### src/rtl/sign_extend_unit.sv
// Widens an instruction immediate: combinational result (zero latency) plus a
// one-cycle registered copy with valid flag; no backpressure, accepts every cycle.
module sign_extend_unit #(
  parameter int IN_W  = 16,
  parameter int OUT_W = 32
) (
  input  logic             clk,
  input  logic             rst,
  input  logic [IN_W-1:0]  imm,
  input  logic [1:0]       mode,
  input  logic             in_valid,
  output logic [OUT_W-1:0] ext_comb,
  output logic [OUT_W-1:0] ext_q,
  output logic             out_valid,
  output logic             neg_q
);

  localparam int PAD_W = OUT_W - IN_W;

  localparam logic [1:0] MODE_SIGN   = 2'b00;
  localparam logic [1:0] MODE_ZERO   = 2'b01;
  localparam logic [1:0] MODE_BRANCH = 2'b10;
  localparam logic [1:0] MODE_UPPER  = 2'b11;

  logic [OUT_W-1:0] sext;
  logic [OUT_W-1:0] zext;
  logic [OUT_W-1:0] bext;
  logic [OUT_W-1:0] uext;

  logic [OUT_W-1:0] ext_d;
  logic             neg_d;
  logic             out_valid_d;
  logic [OUT_W-1:0] ext_reg_q;
  logic             neg_reg_q;
  logic             out_valid_q;

  assign sext = {{PAD_W{imm[IN_W-1]}}, imm};
  assign zext = {{PAD_W{1'b0}}, imm};
  // Branch offsets are word-aligned; the two top bits of the sign-extended value fall off.
  assign bext = {sext[OUT_W-3:0], 2'b00};
  assign uext = {imm, {PAD_W{1'b0}}};

  always_comb begin
    ext_comb = sext;
    case (mode)
      MODE_SIGN:   ext_comb = sext;
      MODE_ZERO:   ext_comb = zext;
      MODE_BRANCH: ext_comb = bext;
      MODE_UPPER:  ext_comb = uext;
      default:     ext_comb = sext;
    endcase
  end

  always_comb begin
    ext_d       = ext_reg_q;
    neg_d       = neg_reg_q;
    out_valid_d = 1'b0;
    if (in_valid) begin
      ext_d       = ext_comb;
      neg_d       = ext_comb[OUT_W-1];
      out_valid_d = 1'b1;
    end
  end

  always_ff @(posedge clk) begin
    if (rst) begin
      ext_reg_q   <= '0;
      neg_reg_q   <= 1'b0;
      out_valid_q <= 1'b0;
    end else begin
      ext_reg_q   <= ext_d;
      neg_reg_q   <= neg_d;
      out_valid_q <= out_valid_d;
    end
  end

  assign ext_q     = ext_reg_q;
  assign neg_q     = neg_reg_q;
  assign out_valid = out_valid_q;

endmodule

### config.mk
export PLATFORM = sky130hd
export DESIGN_NAME = sign_extend_unit
export DESIGN_NICKNAME = d
export VERILOG_FILES = /design/src/rtl/sign_extend_unit.sv
export SDC_FILE = /design/constraint.sdc
export NUM_CORES = 1
export LEC_CHECK = 0
export CORE_UTILIZATION = 40
export CTS_CLUSTER_SIZE = 30
export DETAILED_ROUTE_END_ITERATION = 16
export GPL_TIMING_DRIVEN = 1
export HOLD_SLACK_MARGIN = 0.08
export PLACE_DENSITY = 0.91
export SLEW_MARGIN = 5
export SYNTH_ARGS = -nofsm -noshare
export SYNTH_HDL_FRONTEND = slang
export SYNTH_SLANG_ARGS = --single-unit
### constraint.sdc
create_clock -name clk -period 3.1 [get_ports clk]
set_input_delay 0.62 -clock clk [delete_from_list [all_inputs] [get_ports clk]]
set_output_delay 0.62 -clock clk [all_outputs]
set_load 0.01 [all_outputs]
==> run summary, run 1 <==
The clock passes through at most 2 buffers. The final setup violation count was 0; the average instance area after synthesis was 7.602 um2. The number of fillers in the final layout was 294; the utilization of the core after routing was 70.67%.

The initial core utilization was 43.40%; the register area share after synthesis was 43.89%. The logs give 0 for the post-CTS repair timing setup buffer count and 317 for the total instance count after detailed placement. The post-route netlist has 4.301% of its cells at a drive strength greater than 1. From synthesis to final layout, the design area changed by 62.84%. The power density normalized to cell area is 434.8 mW/mm2. The root buffer cell chosen for the clock tree is clkbuf_8. The share of total power dissipated in combinational logic is 27.3%.

The tools report the number of failing hold endpoints at the final stage as 0. Setup total negative slack on the finished layout was measured at 0 ns. Maximum frequency from static timing analysis: 336.7 MHz.

The max capacitance violation total is 0. Number of max-slew violations in the final report: 0. The commonest non-fill, non-tap cell in the layout was clkdlybuf4s50_1.

The run gives 4.375 mm as the wire length after detailed routing. Of all cell types, the one taking the most synthesized area is dfxtp_1. After clock tree synthesis, the clock-pin slew on the worst setup and hold paths is 0.06 ns. The setup clock skew after layout was 0 ns.

The placer's final routability congestion estimate was 0.7911. IR analysis of the VDD net gives a maximum drop of 330.8 uV. After layout, the worst path uses 95.82% of the clock period. The run finished with clean final reports. The design area is 0.002451 mm2, and the via count of the first global-routing pass is 1543. Synthesis produced a netlist with a net count of 219.

The required time of the critical path is 2.48 ns, and the net switching power of the design is 0.2964 mW. The region available for standard cell placement spans 0.003468 mm2. By startpoint and endpoint, the worst setup path is classified as in -> out.

Summing all placed instances gives a cell area of 0.002371 mm2. The post-cts resize count is 0, and the slew at the pin closest to its max-slew limit is 0.4345 ns. The deepest level of the CTS H-tree is 2. STA classifies the critical path startpoint as a primary input. Terminus of the critical flop-to-flop path: ext_q[14].

The die covers 0.004013 mm2. The tools report the wire length of the first global-routing pass as 7.072 mm. Total of flip-flops plus latches after synthesis: 33. The number of antenna violations at the first check in global routing is 0, and the detailed placer's ending HPWL is 3.164 mm.

The startpoint of the lowest-slack register-to-register path was ext_q[14]. Counting the buffers created by CTS gives 5. Overall power consumption after layout is estimated at 1.066 mW. For this run, the total global-route usage over all layers was measured as 22.73%. Setup repair after global routing left no endpoint under its margin. The clock period minus worst slack is 2.970 ns, and the first-pass iteration count of the detailed router is 4.

The run gives 0.001505 mm2 as the cell area after synthesis. Yosys mapped the design onto 20 distinct sky130hd cell types. The number of top-level pins was 87. The run gives 0 as the global-route congestion overflow total. The proportion of power drawn by the clock network is 28.8%, and the post-route DRC violation count is 0. The number of hold-repair buffers added at the cts stage was 0. Excluding fillers, the count of instances in the completed layout stands at 325. STA classifies the critical path endpoint as an output pin. The number of clock sinks is 33.

For flop-to-flop paths, the worst setup slack is 2.34 ns. Worst slew margin relative to its limit: 71.00%. For the site row count, the log shows 21.

TritonCTS built the clock tree. Leaving out fill and tap cells, the most frequent cells in the layout are clkdlybuf4s50_1 (85), nand2_1 (41), dfxtp_1 (33), nor2_1 (31), inv_1 (17). Detailed routing inserted a total of 1664 vias. Dividing the detail-routed wire length by the instance count gives 13.46 um. In this run the remaining antenna-violating nets after routing total 0. The final layout net count is 299. The worst hold path belongs to the class reg -> reg.

Net switching is 27.81% of the power. Synthesis handed over a netlist of 198 instances. The die is 63.35 um wide. The tools report the arrival time of the worst setup path as 2.35 ns. Tracing the worst setup path back leads to its startpoint at mode[1]. During placement, the flow inserted port buffers numbering 86. In this run the worst path has a maximum fanout of 15.

The antenna diode count was 0; the leakage power total was 1.035 nW. Measured along the y axis, the die boundary spans 63.35 um. The Yosys warning count is 0, and the design internal power is 0.7694 mW.

The run gives 0.28 ns as the later-pin clock latency in the skew report. Ranked by total cell area, the synthesized netlist is headed by dfxtp_1 (44%), nand2_1 (10%), nor2_1 (7.7%). Sequential fraction of design power: 43.8%. Worst min-delay path endpoint: ext_q[8].

For the maximum number of pins on one net before global-route repair, the log shows 64. The proportion of netlist area held by the largest area contributor is 43.89%, and the worst hold path stage count is 2. Counting cells, the worst reg-to-reg path comes to 2. Startpoint of the tightest hold check path: ext_q[8]. After detailed routing, the number of vias per cell comes to 5.120.

The detailed router finished its first iteration with 140 violations.
synth_stat cells (all sizes together):
library cell,count
a311oi,14
inv,17
nor2b,5
nand2b,1
a211oi,15
o211ai,1
nor2,31
a21oi,16
nand2,41
buf,8
and2,2
o21ai,1
a21boi,1
dfxtp,33
mux2i,2
and2b,1
clkbuf,9
per-stage QoR:
step	hold slack, ns	worst slack, ns
final	0.4812	0.1296
after global routing	0.5052	0.001730
after CTS	0.4850	0.1332
after detailed placement	0.4767	0.1354
after global placement	0.4721	0.1914
after floorplan	0.5028	1.208
registers in the layout (all words and copies together), names as in the netlist:
register / flops
ext_q: 32
out_valid: 1
worst max path at each step:
stage	endpoint	slack [ns]
finish	ext_comb[19]	0.13
detailed placement	ext_comb[19]	0.14
floorplan	ext_comb[17]	1.21
CTS	ext_comb[19]	0.13
global placement	ext_comb[31]	0.19
global route	ext_comb[12]	0.002
kinds of logic after synthesis:
family,synth area share [%]
multiplexers,1.330
buffers and inverters,10.22
AO/OA/AOI/OAI,22.69
AND/OR/NAND/NOR,21.86
flip-flops,43.89
power by group through the flow:
stage / registers [mW] / clock network (mW) / logic [mW]
after floorplan: 0.489 / 0 / 0.112
after global placement: 0.475 / 0 / 0.287
after detailed placement: 0.476 / 0 / 0.291
after CTS: 0.467 / 0.308 / 0.293
after global routing: 0.470 / 0.342 / 0.313
final: 0.467 / 0.307 / 0.291
routing by layer:
metal / part of all wire, % / global-route usage, % / vias up
li1: - / - / 818
met1: 43 / 28.86 / 756
met5: 0 / 0 / -
met3: 8.9 / 7.428 / 7
met2: 47 / 35.90 / 83
met4: 1.3 / 7.670 / 0
worst max-delay path, cell delays in order:
cell	delay [ns]
clkdlybuf4s50_1	0.52
and2_1	0.22
buf_4	0.18
a21oi_1	0.25
inv_1	0.08
clkdlybuf4s50_1	0.48
final cells by class:
| type | instances | area (um2) | area share [%] |
|---|---|---|---|
| clock buffer | 8 | 80.08 | 3.267 |
| multi-input combinational | 131 | 690.7 | 28.18 |
| timing repair buffer | 90 | 898.4 | 36.65 |
| inverter | 17 | 63.81 | 2.603 |
| sequential | 33 | 660.6 | 26.95 |
| tap | 46 | 57.56 | 2.348 |
Power figures use the tool's default switching activity.
==> run 2: changes to the inputs <==
--- a/config.mk
+++ b/config.mk
@@ -5,11 +5,13 @@
 export SDC_FILE = /design/constraint.sdc
 export NUM_CORES = 1
 export LEC_CHECK = 0
+export CORE_MARGIN = 1
 export CORE_UTILIZATION = 40
 export CTS_CLUSTER_SIZE = 30
 export DETAILED_ROUTE_END_ITERATION = 16
 export GPL_TIMING_DRIVEN = 1
 export HOLD_SLACK_MARGIN = 0.08
+export MAX_ROUTING_LAYER = met4
 export PLACE_DENSITY = 0.91
 export SLEW_MARGIN = 5
 export SYNTH_ARGS = -nofsm -noshare
==> run summary, run 2 (same netlist as run 1, synthesis figures left out) <==
For the register-to-register path setup slack, the log shows 2.34 ns (about the same). The clock input transition at the sequential cells of the worst setup and hold paths is 0.06 ns (about the same). The number of clock sinks was 33 (unchanged); the portion of the clock cycle consumed by the worst path in the final layout was 95.71% (was 95.82%). The number of flip-flops under the largest register name came out at 32 (unchanged). The number of buffers and inverters on the critical path is 4 (unchanged).

The cell chosen for the clock root is clkbuf_8 (unchanged). The logs give 69.77% (was 71.00%) for the worst slew margin relative to its limit and 0.4821 ns (was 0.4812 ns) for the final-layout worst hold slack. The run finished with clean final reports. The arrival time of the worst setup path was 2.35 ns (about the same). The via-per-instance ratio is 5.040 (was 5.120), and the average detailed-routed wire length per instance is 13.51 um (was 13.46 um).

The critical-path maximum fanout was 15 (unchanged). The clock period minus worst slack was 2.967 ns (was 2.970 ns); the antenna diode count was 0 (unchanged). The wire length of the first global-routing pass is 7.058 mm (was 7.072 mm). The cell occurring most often along the worst timing path was clkdlybuf4s50_1 (unchanged). The tools report the element type at the critical path end as an output pin (unchanged). Number of stages on the worst setup path: 6 (unchanged).

The number of non-filler instances in the completed layout is 325 (unchanged). The standard cell core area is 0.003468 mm2 (unchanged). The worst hold path stage count is 2 (unchanged). The run gives 0 (unchanged) as the antenna violation net count after detailed routing. The area of placed instances is 0.002371 mm2 (unchanged).

The maximum number of pins on one net before global-route repair was 64 (unchanged); the post-cts resize count was 0 (unchanged). For the max capacitance violation total, the log shows 0 (unchanged). The initial core utilization was 43.40% (unchanged). The tools report the placer's final routability congestion estimate as 0.8022 (was 0.7911). Category of cells accounting for the largest share of critical-path delay: buffers and inverters (unchanged). The logs give 299 (unchanged) for the final layout net count and 294 (unchanged) for the number of fillers in the final layout. The post-route DRC violation count was 0 (unchanged). The run gives 70.67% (unchanged) as the utilization of the core after routing. The total of buffers placed on input and output ports is 86 (unchanged), and the power density normalized to cell area is 434.3 mW/mm2 (was 434.8 mW/mm2).

The slew at the pin closest to its max-slew limit was 0.4530 ns (was 0.4345 ns). The run gives 1536 (was 1543) as the via count of the first global-routing pass. The site row count came out at 21 (unchanged). Number of top-level pins: 87 (unchanged).

The run gives 690.7 um2 (unchanged) as the area used by multi-input combinational logic. Critical path, cell by cell: clkdlybuf4s50_1 -> and2_1 -> buf_4 -> a21oi_1 -> inv_1 -> clkdlybuf4s50_1 (unchanged). The detailed placer's ending HPWL came out at 3.164 mm (unchanged). The fraction of final layout cells sized beyond drive strength 1 works out to 4.301% (unchanged). Final-layout setup total negative slack: 0 ns (unchanged). For the detailed router's first-iteration violation count, the log shows 124 (was 140).

The highest cell delay on the worst timing path is 0.53 ns (was 0.52 ns), and the horizontal die dimension is 63.35 um (unchanged). The logs give 1.065 mW (was 1.066 mW) for the total power consumption of the routed design and 1.035 nW (unchanged) for the leakage power total. The wire length after detailed routing is 4.391 mm (was 4.375 mm). The worst reg2reg path depth is 2 (unchanged), and the final setup violation count is 0 (unchanged).

The logs give 337.0 MHz (was 336.7 MHz) for the maximum frequency from static timing analysis and 0 (unchanged) for the number of failing hold endpoints at the final stage. The run gives 2 (unchanged) as the deepest level of the CTS H-tree. The setup clock skew after layout is 0 ns (unchanged).

The least setup slack across all paths after layout is 0.1330 ns (was 0.1296 ns). Post-place setup slack: 0.1354 ns (unchanged). The die height came out at 63.35 um (unchanged).

Top library cells by usage in the layout, fill and taps aside: clkdlybuf4s50_1 (85), nand2_1 (41), dfxtp_1 (33), nor2_1 (31), inv_1 (17) (unchanged). For the total instance count after detailed placement, the log shows 317 (unchanged). TritonCTS built the clock tree.

The post-CTS repair timing setup buffer count came out at 0 (unchanged). The startpoint class of the critical path is a primary input (unchanged). The master of the slowest instance on the critical path was clkdlybuf4s50_1 (unchanged). The all-layer global routing usage was 23.33% (was 22.73%); the first-pass iteration count of the detailed router was 4 (unchanged).

The number of hold-repair buffers added at the cts stage is 0 (unchanged), and the largest buffer count on any clock path is 2 (unchanged). The tools report the number of antenna violations at the first check in global routing as 0 (unchanged). The tools report the register cell area after layout as 660.6 um2 (unchanged).

The floorplan die area is 0.004013 mm2 (unchanged), and the clock buffer count from CTS is 5 (unchanged). The design area came out at 0.002451 mm2 (unchanged). Category of the critical setup timing path: in -> out (unchanged).

The tools report the worst vdd rail ir drop as 329.8 uV (was 330.8 uV). The commonest non-fill, non-tap cell in the layout was clkdlybuf4s50_1 (unchanged). Type of the worst min-delay path: reg -> reg (unchanged).

Setup repair after global routing left no endpoint under its margin. Global-route congestion overflow total: 0 (unchanged). The detailed-route via count is 1638 (was 1664), and the number of max-slew violations in the final report is 0 (unchanged). Later-pin clock latency in the skew report: 0.28 ns (about the same). The required time of the critical path was 2.48 ns (about the same); the growth of design area from synthesis to finish was 62.84% (unchanged).
==> run 2: cell counts in the layout (fill, tap and decap cells not counted) <==
Identical to the previous run, type by type.
==> run 2: path summary, 6_finish.rpt <==
| kind | from | endpoint |
|---|---|---|
| worst max-delay path | mode[1] | ext_comb[19] |
| worst min-delay path | ext_q[8] | ext_q[8] |
| worst max register to register | ext_q[14] | ext_q[14] |
| worst min register to register | ext_q[8] | ext_q[8] |
==> run 2: per-layer routing <==
metal | vias up | GRT usage (%) | wire length, um
met5 | - | - | 0
met2 | 78 | 35.90 | 2036
li1 | 820 | - | -
met1 | 733 | 29.42 | 1916
met4 | 0 | 7.670 | 59
met3 | 7 | 6.341 | 378
==> run 2: final cells by class <==
type,count,share of cell area (%)
clock buffer,8,3.267
inverter,17,2.603
multi-input combinational,131,28.18
sequential,33,26.95
tap,46,2.348
timing repair buffer,90,36.65
==> run 2: power breakdown <==
group / switching, mW / internal (mW) / total (mW)
Combinational: 0.135 / 0.157 / 0.292
Clock: 0.146 / 0.159 / 0.305
Sequential: 0.0145 / 0.453 / 0.467
Total: 0.295 / 0.769 / 1.06
==> run 2: worst register-to-register path, stage by stage (launching register included) <==
cell and delay, ns:
dfxtp_1 0.35, nor2_1 0.05, a311oi_1 0.27
==> edit (config.mk and constraints of run 1) <==
The parameter `IN_W` goes from 16 to 20.
--- a/src/rtl/sign_extend_unit.sv
+++ b/src/rtl/sign_extend_unit.sv
@@ -1,7 +1,7 @@
 // Widens an instruction immediate: combinational result (zero latency) plus a
 // one-cycle registered copy with valid flag; no backpressure, accepts every cycle.
 module sign_extend_unit #(
-  parameter int IN_W  = 16,
+  parameter int IN_W  = 20,
   parameter int OUT_W = 32
 ) (
   input  logic             clk,
Ports: changed (resized imm); port bits go from 87 to 91. The function was not compared with the original's and may differ.
==> edit against run 1 <==
  * Worst setup slack improved by 0.0036 ns
  * Critical path depth fell by 1
  * Sequential cell count did not move
  * Power rose by 3.1%
  * Final area rose by 7.7%
  * Wire length rose by 17%
  * Synthesized area rose by 7.3%
==> edit: results (changes against run 1) <==
status:
  status: "completed"
synthesis:
  synth_fp_nets: 237  # +8.2%
  syn_avg_cell_area_um2: 7.62  # +0.23%
  ys_types: 21  # +5.0%
  synth-seq-area-share_pct: 40.9  # -3.0 points
  synthTopCellsByArea: "dfxtp_1 (41%), nor2_1 (9.1%), a211oi_1 (8.4%)"
setup_path:
  cpPeakStageDelay_ns: 0.57  # +0.05 ns
  crit_end: "ext_comb[14]"
  r2r-end: "ext_q[2]$_SDFFE_PP0P_"
  crit_fanout: 12  # -3
final_layout:
  seq_area_share_pct: 25.0  # -1.9 points
  nNetsFinal: 325  # +8.7%
  n_sequential_cell: 33  # unchanged
  num-multi-input-gates: 148  # +13%
  multi_input_area_um2: 823  # +19%
  inv_count: 13  # -4
die:
  tapCellCount: 48  # +4.3%
power:
  p_sw_uw: 312  # +5.1%
detailed_routing:
  via_per_inst: 5.36  # +4.7%
  met3_length_um: 457  # +17%
place:
  dp_slack_ns: 0.101  # -0.0343 ns
  dp_cells: 341  # +7.6%
  place_congestion: 0.978  # +24%
  post-dp-hpwl_mm: 3.85  # +22%
grt:
  grt_max_degree: 36  # -44%
  grtUsageMet2_pct: 40.3  # +4.4 points
  grt_pass1_wl_mm: 8.02  # +13%
timing:
  holdWs_ns: 0.486  # +0.00494 ns
  maxSlewHeadroom_pct: 61.4  # -9.6 points
==> edit: cell types whose count changed in the layout (fill, tap and decap cells not counted), sizes merged, moves of 5 or more <==
| cell | change |
|---|---|
| nor2 | +8 |
| inv | -5 |
| nand2b | +9 |
| o32ai | +8 |
| a21oi | -5 |
| and2 | +6 |
| buf | +5 |
| nand2 | -8 |
==> edit: how the worst min path moves through the flow <==
| stage | start | end | cells past startpoint |
|---|---|---|---|
| after floorplan | ext_q[10]$_SDFFE_PP0P_ | ext_q[10]$_SDFFE_PP0P_ | 2 |
| after CTS | ext_q[4]$_SDFFE_PP0P_ | ext_q[4]$_SDFFE_PP0P_ | 2 |
| after global placement | ext_q[30]$_SDFFE_PP0P_ | ext_q[30]$_SDFFE_PP0P_ | 2 |
| after detailed placement | ext_q[4]$_SDFFE_PP0P_ | ext_q[4]$_SDFFE_PP0P_ | 2 |
| after global routing | ext_q[5]$_SDFFE_PP0P_ | ext_q[5]$_SDFFE_PP0P_ | 2 |
| final | ext_q[4]$_SDFFE_PP0P_ | ext_q[4]$_SDFFE_PP0P_ | 2 |
==> edit: repair_timing <==
item,4_1_cts,5_1_grt
endpoints found under the hold margin,0,0
buffers inserted,0,0
setup endpoints to repair,0,10
resized for setup,0,3
==> edit: power groups by stage <==
stage	registers [mW]	logic, mW	clock network [mW]
final	0.469	0.323	0.307
after global routing	0.472	0.346	0.338
after CTS	0.469	0.322	0.312
after detailed placement	0.478	0.320	0
after global placement	0.477	0.315	0
after floorplan	0.490	0.122	0
==> edit: kinds of logic (layout without fill, tap and decap cells) <==
family,after synthesis,after routing,synth area share [%]
flip-flops,33,33,40.9
AO/OA/AOI/OAI,50,50,23.0
buffers and inverters,31,120,8.52
multiplexers,3,3,1.94
AND/OR/NAND/NOR,95,95,25.6
